[src/rtl/pc_redirect_unit.sv]
// ---------------------------------------------------------------------------
// pc_redirect_unit
//
// Fetch-address generator with EX-stage branch/jump redirection. The PC
// advances sequentially by 4 whenever instruction memory accepts the current
// address. A taken, word-aligned branch or jump reloads the PC from target_i.
// After a redirect a flush window is opened that kills the wrong-path IF/ID
// instructions for FLUSH_CYCLES cycles. While that window is open, further
// branch/jump requests are ignored.
//
// Parameters
//   RESET_PC      PC value loaded on reset
//   FLUSH_CYCLES  cycles flush_o stays high after a redirect (1..7)
//
// Ports
//   clk_i           in   system clock, rising edge
//   rst_i           in   asynchronous active-high reset
//   ex_valid_i      in   EX-stage instruction is valid
//   branch_i        in   EX instruction is a conditional branch
//   jump_i          in   EX instruction is JAL/JALR
//   funct3_i        in   branch condition code
//   BrEq_i          in   comparator equality flag
//   BrLT_i          in   comparator less-than flag
//   target_i        in   computed branch/jump target
//   imem_ready_i    in   instruction memory accepts pc_o this cycle
//   pc_o            out  fetch address
//   pc_valid_o      out  pc_o is a valid fetch request
//   redirect_o      out  pulse: pc_o was just loaded from a taken target
//   flush_o         out  kill IF/ID-stage instructions
//   misalign_o      out  pulse: taken target was not word aligned
//   illegal_o       out  pulse: branch with reserved funct3 (010/011)
//   redirect_cnt_o  out  saturating count of performed redirects
// ---------------------------------------------------------------------------
module pc_redirect_unit #(
    parameter logic [31:0] RESET_PC     = 32'h0000_0000,
    parameter int          FLUSH_CYCLES = 2
) (
    input  logic        clk_i,
    input  logic        rst_i,
    input  logic        ex_valid_i,
    input  logic        branch_i,
    input  logic        jump_i,
    input  logic [2:0]  funct3_i,
    input  logic        BrEq_i,
    input  logic        BrLT_i,
    input  logic [31:0] target_i,
    input  logic        imem_ready_i,
    output logic [31:0] pc_o,
    output logic        pc_valid_o,
    output logic        redirect_o,
    output logic        flush_o,
    output logic        misalign_o,
    output logic        illegal_o,
    output logic [15:0] redirect_cnt_o
);

    localparam logic [0:0] STATE_RUN   = 1'b0;
    localparam logic [0:0] STATE_FLUSH = 1'b1;

    localparam logic [2:0] FLUSH_LOAD = 3'(FLUSH_CYCLES);

    // Saturating increment for the redirect counter.
    function automatic logic [15:0] sat_inc16(input logic [15:0] val);
        if (val == 16'hFFFF) begin
            return val;
        end
        return val + 16'd1;
    endfunction

    logic [0:0]  state_q, state_d;
    logic [2:0]  flush_cnt_q, flush_cnt_d;
    logic [31:0] pc_q, pc_d;
    logic        pc_valid_q, pc_valid_d;
    logic        redirect_q, redirect_d;
    logic        misalign_q, misalign_d;
    logic        illegal_q, illegal_d;
    logic [15:0] redirect_cnt_q, redirect_cnt_d;

    logic        cond;
    logic        in_run;
    logic        taken;
    logic        target_aligned;
    logic        do_redirect;
    logic [31:0] pc_seq;

    always_comb begin
        cond = 1'b0;
        case (funct3_i)
            3'b000:         cond = BrEq_i;
            3'b001:         cond = !BrEq_i;
            3'b100, 3'b110: cond = BrLT_i;
            3'b101, 3'b111: cond = !BrLT_i;
            default:        cond = 1'b0;   // 010/011 are reserved, never taken
        endcase

        in_run         = (state_q == STATE_RUN);
        // A jump is taken irrespective of the branch flag and condition.
        taken          = ex_valid_i & (jump_i | (branch_i & cond)) & in_run;
        target_aligned = (target_i[1:0] == 2'b00);
        do_redirect    = taken & target_aligned;

        // 32-bit add wraps 0xFFFF_FFFC back to 0 on its own.
        pc_seq = imem_ready_i ? (pc_q + 32'd4) : pc_q;
        // Redirect wins even when memory is stalled.
        pc_d   = do_redirect ? target_i : pc_seq;

        pc_valid_d     = 1'b1;
        redirect_d     = do_redirect;
        misalign_d     = taken & !target_aligned;
        illegal_d      = ex_valid_i & branch_i & !jump_i &
                         (funct3_i[2:1] == 2'b01) & in_run;
        redirect_cnt_d = do_redirect ? sat_inc16(redirect_cnt_q) : redirect_cnt_q;

        state_d     = state_q;
        flush_cnt_d = flush_cnt_q;
        if (in_run) begin
            if (do_redirect) begin
                state_d     = STATE_FLUSH;
                flush_cnt_d = FLUSH_LOAD;
            end
        end else begin
            // Leaving on a count of 1 keeps flush_o high exactly FLUSH_CYCLES cycles.
            if (flush_cnt_q <= 3'd1) begin
                state_d     = STATE_RUN;
                flush_cnt_d = 3'd0;
            end else begin
                flush_cnt_d = flush_cnt_q - 3'd1;
            end
        end
    end

    always_ff @(posedge clk_i or posedge rst_i) begin
        if (rst_i) begin
            state_q        <= STATE_RUN;
            flush_cnt_q    <= 3'd0;
            pc_q           <= RESET_PC;
            pc_valid_q     <= 1'b0;
            redirect_q     <= 1'b0;
            misalign_q     <= 1'b0;
            illegal_q      <= 1'b0;
            redirect_cnt_q <= 16'd0;
        end else begin
            state_q        <= state_d;
            flush_cnt_q    <= flush_cnt_d;
            pc_q           <= pc_d;
            pc_valid_q     <= pc_valid_d;
            redirect_q     <= redirect_d;
            misalign_q     <= misalign_d;
            illegal_q      <= illegal_d;
            redirect_cnt_q <= redirect_cnt_d;
        end
    end

    assign pc_o           = pc_q;
    assign pc_valid_o     = pc_valid_q;
    assign redirect_o     = redirect_q;
    // Derived from state so that reset drops it the same instant.
    assign flush_o        = (state_q == STATE_FLUSH);
    assign misalign_o     = misalign_q;
    assign illegal_o      = illegal_q;
    assign redirect_cnt_o = redirect_cnt_q;

endmodule

[config.mk]
export PLATFORM = sky130hd
export DESIGN_NAME = pc_redirect_unit
export DESIGN_NICKNAME = d
export VERILOG_FILES = /design/src/rtl/pc_redirect_unit.sv
export SDC_FILE = /design/constraint.sdc
export NUM_CORES = 1
export LEC_CHECK = 0
export CORE_MARGIN = 5
export CORE_UTILIZATION = 43
export CTS_BUF_LIST = sky130_fd_sc_hd__clkbuf_4 sky130_fd_sc_hd__clkbuf_8
export DETAILED_ROUTE_END_ITERATION = 10
export GPL_ROUTABILITY_DRIVEN = 0
export GPL_TIMING_DRIVEN = 0
export PLACE_DENSITY = 0.88
export SYNTH_ARGS = -nofsm -noshare
export SYNTH_HDL_FRONTEND = slang
export SYNTH_SLANG_ARGS = --single-unit
[constraint.sdc]
create_clock -name clk_i -period 1.7 [get_ports clk_i]
set_input_delay 0.255 -clock clk_i [delete_from_list [all_inputs] [get_ports clk_i]]
set_output_delay 0.255 -clock clk_i [all_outputs]
set_load 0.02 [all_outputs]
# == Word level (Yosys, flattened, before mapping) ==
# Index checks and enable logic that the tools add are counted.
# word_totals
ff_bits,56
in_bits,43
output_inout_bits,53
word_cells,53
# classes
n_addsub,3
n_lt_le_gt_ge,1
eq_ne,8
mux,11
bitwise_logic,11
n_reduce_logical,11
# op_table
cell,n
32-bit 2-to-1 mux,2
32-bit by 3-bit adder with 32-bit output (second input constant),1
16-bit by 1-bit adder with 16-bit output (second input constant),1
16-bit == test (second input constant),1
16-bit 2-to-1 mux,1
3-bit == test (second input constant),4
1-bit bitwise AND,9
3-bit 2-to-1 mux,3
1-bit logical NOT,4
1-bit 2-to-1 mux,4
1-bit case mux with 4 select lines,1
2-bit nonzero test,2
2-bit OR reduction,2
3-bit by 1-bit == test with 1-bit output (second input constant),1
3-bit by 1-bit less-or-equal comparator with 1-bit output (second input constant),1
3-bit logical NOT,1
3-bit by 1-bit subtractor with 3-bit output (second input constant),1
2-bit by 1-bit == test with 1-bit output (second input constant),1
2-bit logical NOT,1
2-bit inequality test (second input constant),1
2-bit AND reduction,1
1-bit inverter,1
1-bit OR,1

# == Longest topological paths before layout ==
# logic_depth
depth_word,10
depth_mapped,7
ltp_nobuf,7

# == Worst setup path after synthesis ==
# OpenSTA, ideal clock, no wires.
# synth_timing
path_type,reg2reg
startpoint,reg pc_q[2] (netlist: pc_o[2])
endpoint,reg pc_q[24] (netlist: pc_o[24])
setup_ns,0.125
t_arrival_ns,1.812
t_required_ns,1.575
path_slack_ns,-0.237
path_stages_with_launch,7
path_buffers,0
period_less_slack_ns,1.937
cell_sequence,dfrtp_1 > ha_1 > nand2_1 > nor4_4 > nand4_1 > xnor2_1 > mux2_2
# synth_between
elab_chain_len,3
# synth_rtl
element,line,source
"start, declared",72,"logic [31:0] pc_q, pc_d;"
"start signal, assigned",145,pc_q <= pc_d;
32-bit by 3-bit adder with 32-bit output,103,pc_seq = imem_ready_i ? (pc_q + 32'd4) : pc_q;
32-bit 2-to-1 mux,103,
32-bit 2-to-1 mux,105,pc_d = do_redirect ? target_i : pc_seq;
# Every way passes these cells. The select of a mux whose other input is x is not followed.
# A chain may end at the register's enable or synchronous reset.

# == Worst setup path after layout ==
# layout_timing
startpoint,in BrEq_i
endpoint,reg redirect_cnt_q[10] (netlist: redirect_cnt_o[10])
# layout_between
elab_chain_len,8
# layout_rtl
element,line,source
"start, declared",44,"input logic BrEq_i,"
1-bit logical NOT,90,3'b001: cond = !BrEq_i;
1-bit case mux with 4 select lines *,88,case (funct3_i)
1-bit bitwise AND *,98,taken = ex_valid_i & (jump_i | (branch_i & cond)) & in_run;
1-bit OR *,98,
1-bit bitwise AND * (2 in series),98,
1-bit bitwise AND *,100,do_redirect = taken & target_aligned;
2-bit AND reduction (no source line) *,--,
"end signal, assigned",150,redirect_cnt_q <= redirect_cnt_d;
"end, declared",77,"logic [15:0] redirect_cnt_q, redirect_cnt_d;"
# Mark *: on every way between the ends. The rest lies on a longest branch, timed or not.

==> results_dict.tcl <==
set metrics [dict create \
    cp-start-kind "input pin" \
    diodes 0 \
    clockPowerShare 0.140 \
    synth_fa_ha_area_frac 0.01697 \
    drt_iter0_markers 62 \
    tns_ns -0.3740 \
    finalCritPeriodShare 1.030 \
    synth_nets 339 \
    grt_usage 0.1753 \
    ant_nets 0 \
    power_frac_comb 0.442 \
    syn_area_sq_mm 0.002949 \
    grt_pass1_vias 2592 \
    cts_hold_buf 0 \
    cts_root_buffer "clkbuf_8" \
    clock_skew_ns 0.01039 \
    fp.dieW_um 92.82 \
    p_seq_frac 0.418 \
    internal_power_uw 3286 \
    rsz0062_at_grt "true" \
    critPathMaxFanout 6 \
    maxSlewViolCount 0 \
    area_growth_pct 49.26 \
    seq_area_frac_synth 0.4752 \
    drc 0 \
    status "finished, violations left" \
    p_sw_frac 0.3971 \
    max_freq_mhz 571.3 \
    fin_nets 457 \
    hold_viol 0 \
    p_switching_uw 2164 \
    synth_cell_type_count 37 \
    critPathRequiredTime_ns 1.91 \
    grt_pass1_wl_um 12280 \
    clockBufferDepth 2 \
    synthXorXnorAreaFrac 0.1336 \
    drt_wl_total_um 7785 \
    fin_crit_ns 1.750 \
    ios 96 \
    numCtsBuffers 5 \
    violations "negative setup slack" \
    min-delay-path-class "input pin to flip-flop" \
    worstPathArrival_ns 1.96 \
    synth-seq-cells 56 \
    syn_inst 292 \
    dieArea_sq_mm 0.008615 \
    synth_compound_area_frac 0.07085 \
    ir_worst_vdd_v 0.0004897 \
    worstMarginPinSlew_ns 0.6800 \
    antenna_found_initial 0 \
    clock-sinks 56 \
    grt_max_degree 57 \
    maxCapViolations 0 \
    coreArea_sq_mm 0.006719 \
    p_leak_uw 0.001879 \
    pre_cts_ws_ns -0.4432 \
    setup_ws_ns -0.05035 \
    rrSetupSlack_ns -0.05 \
    die_h_um 92.82 \
    via_per_inst 5.253 \
    synth_warnings 0 \
    row_count 30 \
    vias 2579 \
    initial_core_util 0.4389 \
    htreeDepth 2 \
    grt_overflow 0 \
    drive_gt1_frac 0.1800 \
    critical_path_class "input pin to flip-flop" \
    synth.mux.area_fraction 0.02164 \
    setup_viol 12 \
    hpwlAfterDp_um 5487 \
    port_buffers 94 \
    clk_latency_ns 0.31 \
    synthSimpleGateAreaFrac 0.2512 \
    cts_tree "yes" \
    clkTransAtPathRegs_ns 0.11 \
    critPathCaptureType "flip-flop" \
    synth_top_family_by_area "simple AND/OR/NAND/NOR gates" \
    syn-mean-instance-area_sq_um 10.10 \
    post_drt_wl_per_cell_um 15.86 \
    power_density_mw_per_mm2 1238 \
    dr.pass1.iters 4 \
    relSlewSlack 0.5457 \
]
==> synth_stat cells <==
| cell type | instances | area share |
|---|---|---|
| nor2_1 | 9 | 0.011 |
| clkbuf_2 | 1 | 0.0017 |
| mux2i_1 | 3 | 0.010 |
| buf_6 | 2 | 0.0076 |
| o21ai_1 | 11 | 0.019 |
| xnor2_1 | 21 | 0.062 |
| nand2_2 | 1 | 0.0021 |
| buf_2 | 5 | 0.0085 |
| o31a_1 | 1 | 0.0030 |
| o21ai_0 | 24 | 0.041 |
| conb_1 | 1 | 0.0013 |
| mux2_2 | 3 | 0.011 |
| and4_1 | 2 | 0.0059 |
| nor3_1 | 5 | 0.0085 |
| nor4_4 | 4 | 0.029 |
| nor4_2 | 2 | 0.0085 |
| nor4b_1 | 1 | 0.0030 |
| clkbuf_1 | 1 | 0.0013 |
| nand3_4 | 1 | 0.0059 |
| and2_1 | 1 | 0.0021 |
| o2111ai_1 | 1 | 0.0030 |
| o22ai_1 | 1 | 0.0021 |
| and3_1 | 17 | 0.036 |
| xor2_1 | 24 | 0.071 |
| nand3_1 | 22 | 0.037 |
| nand4_1 | 10 | 0.021 |
| buf_4 | 1 | 0.0025 |
| dfrtp_1 | 56 | 0.48 |
| nand2_1 | 43 | 0.055 |
| nand4_4 | 1 | 0.0072 |
| inv_1 | 6 | 0.0076 |
| ha_1 | 4 | 0.017 |
| nand3b_4 | 1 | 0.0068 |
| nand2b_1 | 1 | 0.0021 |
| nor2b_1 | 2 | 0.0042 |
| o21ba_2 | 1 | 0.0034 |
| nor3b_1 | 2 | 0.0051 |
==> placed cells by master (no fill, tap or decap), drive strengths merged, types with 2 or more instances in the layout <==
master and instances:
clkinv 2, nor2b 2, and3 17, dlymetal6s2s 4, mux2 3, ha 4
nor3 5, nor2 9, inv 6, xnor2 21, nor4 6, clkbuf 7
buf 25, nor3b 2, o21ai 35, nand4 11, dfrtp 56, mux2i 3
nand2 44, xor2 24, clkdlybuf4s50 89, nand3 23, and4 2
==> layer usage <==
layer / routed length [um] / GRT usage
met1: 3049 / 0.2030
met2: 4074 / 0.3185
met3: 513 / 0.04549
met5: 0 / 0
met4: 147 / 0.04640
==> per-stage QoR <==
stage	instances	instance area, sq um	total power (uW)	util	hold slack, ns
2_1_floorplan	292	2965	3398	-	0.3258
3_3_place_gp	466	4006	4414	0.5963	0.4788
3_5_place_dp	466	4006	4516	0.5963	0.4850
4_1_cts	478	4172	5328	0.6209	0.2841
5_1_grt	491	4402	5777	0.6551	0.3205
6_report	491	4402	5450	0.6551	0.3087
==> path summary, 6_finish.rpt <==
| kind | depth (start not counted) | to | from |
|---|---|---|---|
| worst max-delay path | 8 | redirect_cnt_o[10]$_DFFE_PP0P_ | BrEq_i |
| worst max register to register | 7 | redirect_cnt_o[10]$_DFFE_PP0P_ | flush_o$_DFF_PP0_ |
| min in group asynchronous | 2 | pc_o[19]$_DFFE_PP0P_ | rst_i |
| worst min-delay path | 3 | pc_o[2]$_DFFE_PP0P_ | imem_ready_i |
| worst min register to register | 1 | redirect_cnt_o[7]$_DFFE_PP0P_ | redirect_cnt_o[7]$_DFFE_PP0P_ |
| max in group asynchronous | 3 | pc_o[3]$_DFFE_PP0P_ | rst_i |
==> cell type report <==
type                            instances  area, sq um
Fill cell                             538         2317
Multi-Input combinational cell        220         1550
Buffer                                 10        102.6
Inverter                                6        26.28
Sequential cell                        56         1420
Clock inverter                          3        22.52
Clock buffer                            5        68.82
Tap cell                               80        100.1
Timing Repair Buffer                  111         1111
==> logic make-up (layout without fill, tap and decap cells) <==
kind of cell / Yosys count / count (layout)
and+or+nand+nor: 125 / 125
DFF: 56 / 56
xor gates and xnor gates: 45 / 45
AOI/OAI and AO/OA: 39 / 39
buffers and inverters: 16 / 135
muxes: 6 / 6
adders and majority gates: 4 / 4
other: 1 / 1
==> state kept, by name, indices dropped and copies added, names as in the netlist <==
register,count
redirect_o,1
illegal_o,1
misalign_o,1
redirect_cnt_o,16
pc_valid_o,1
flush_o,1
pc_o,32
flush_cnt_q,3
==> worst max-delay path, cell delays in order <==
cell and delay (ns):
clkdlybuf4s50_1 0.44, xnor2_2 0.17, nor4_4 0.28, o31a_1 0.27
buf_6 0.18, buf_8 0.12, nand4_1 0.11, xnor2_1 0.14
==> what timing repair did <==
action,in CTS,in global routing
gates resized for setup,14,32
endpoints found under the setup margin,48,59
cloned,1,1
setup buffers,3,11
pin swaps,5,10
==> power by group through the flow <==
| stage | clock [uW] | combinational, uW | sequential [uW] |
|---|---|---|---|
| final | 762 | 2410 | 2280 |
| after global routing | 835 | 2590 | 2350 |
| after CTS | 782 | 2280 | 2260 |
| after detailed placement | 0 | 2220 | 2300 |
| after global placement | 0 | 2140 | 2270 |
| after floorplan | 0 | 742 | 2660 |
Note: power is estimated with default switching activity, not from simulation.
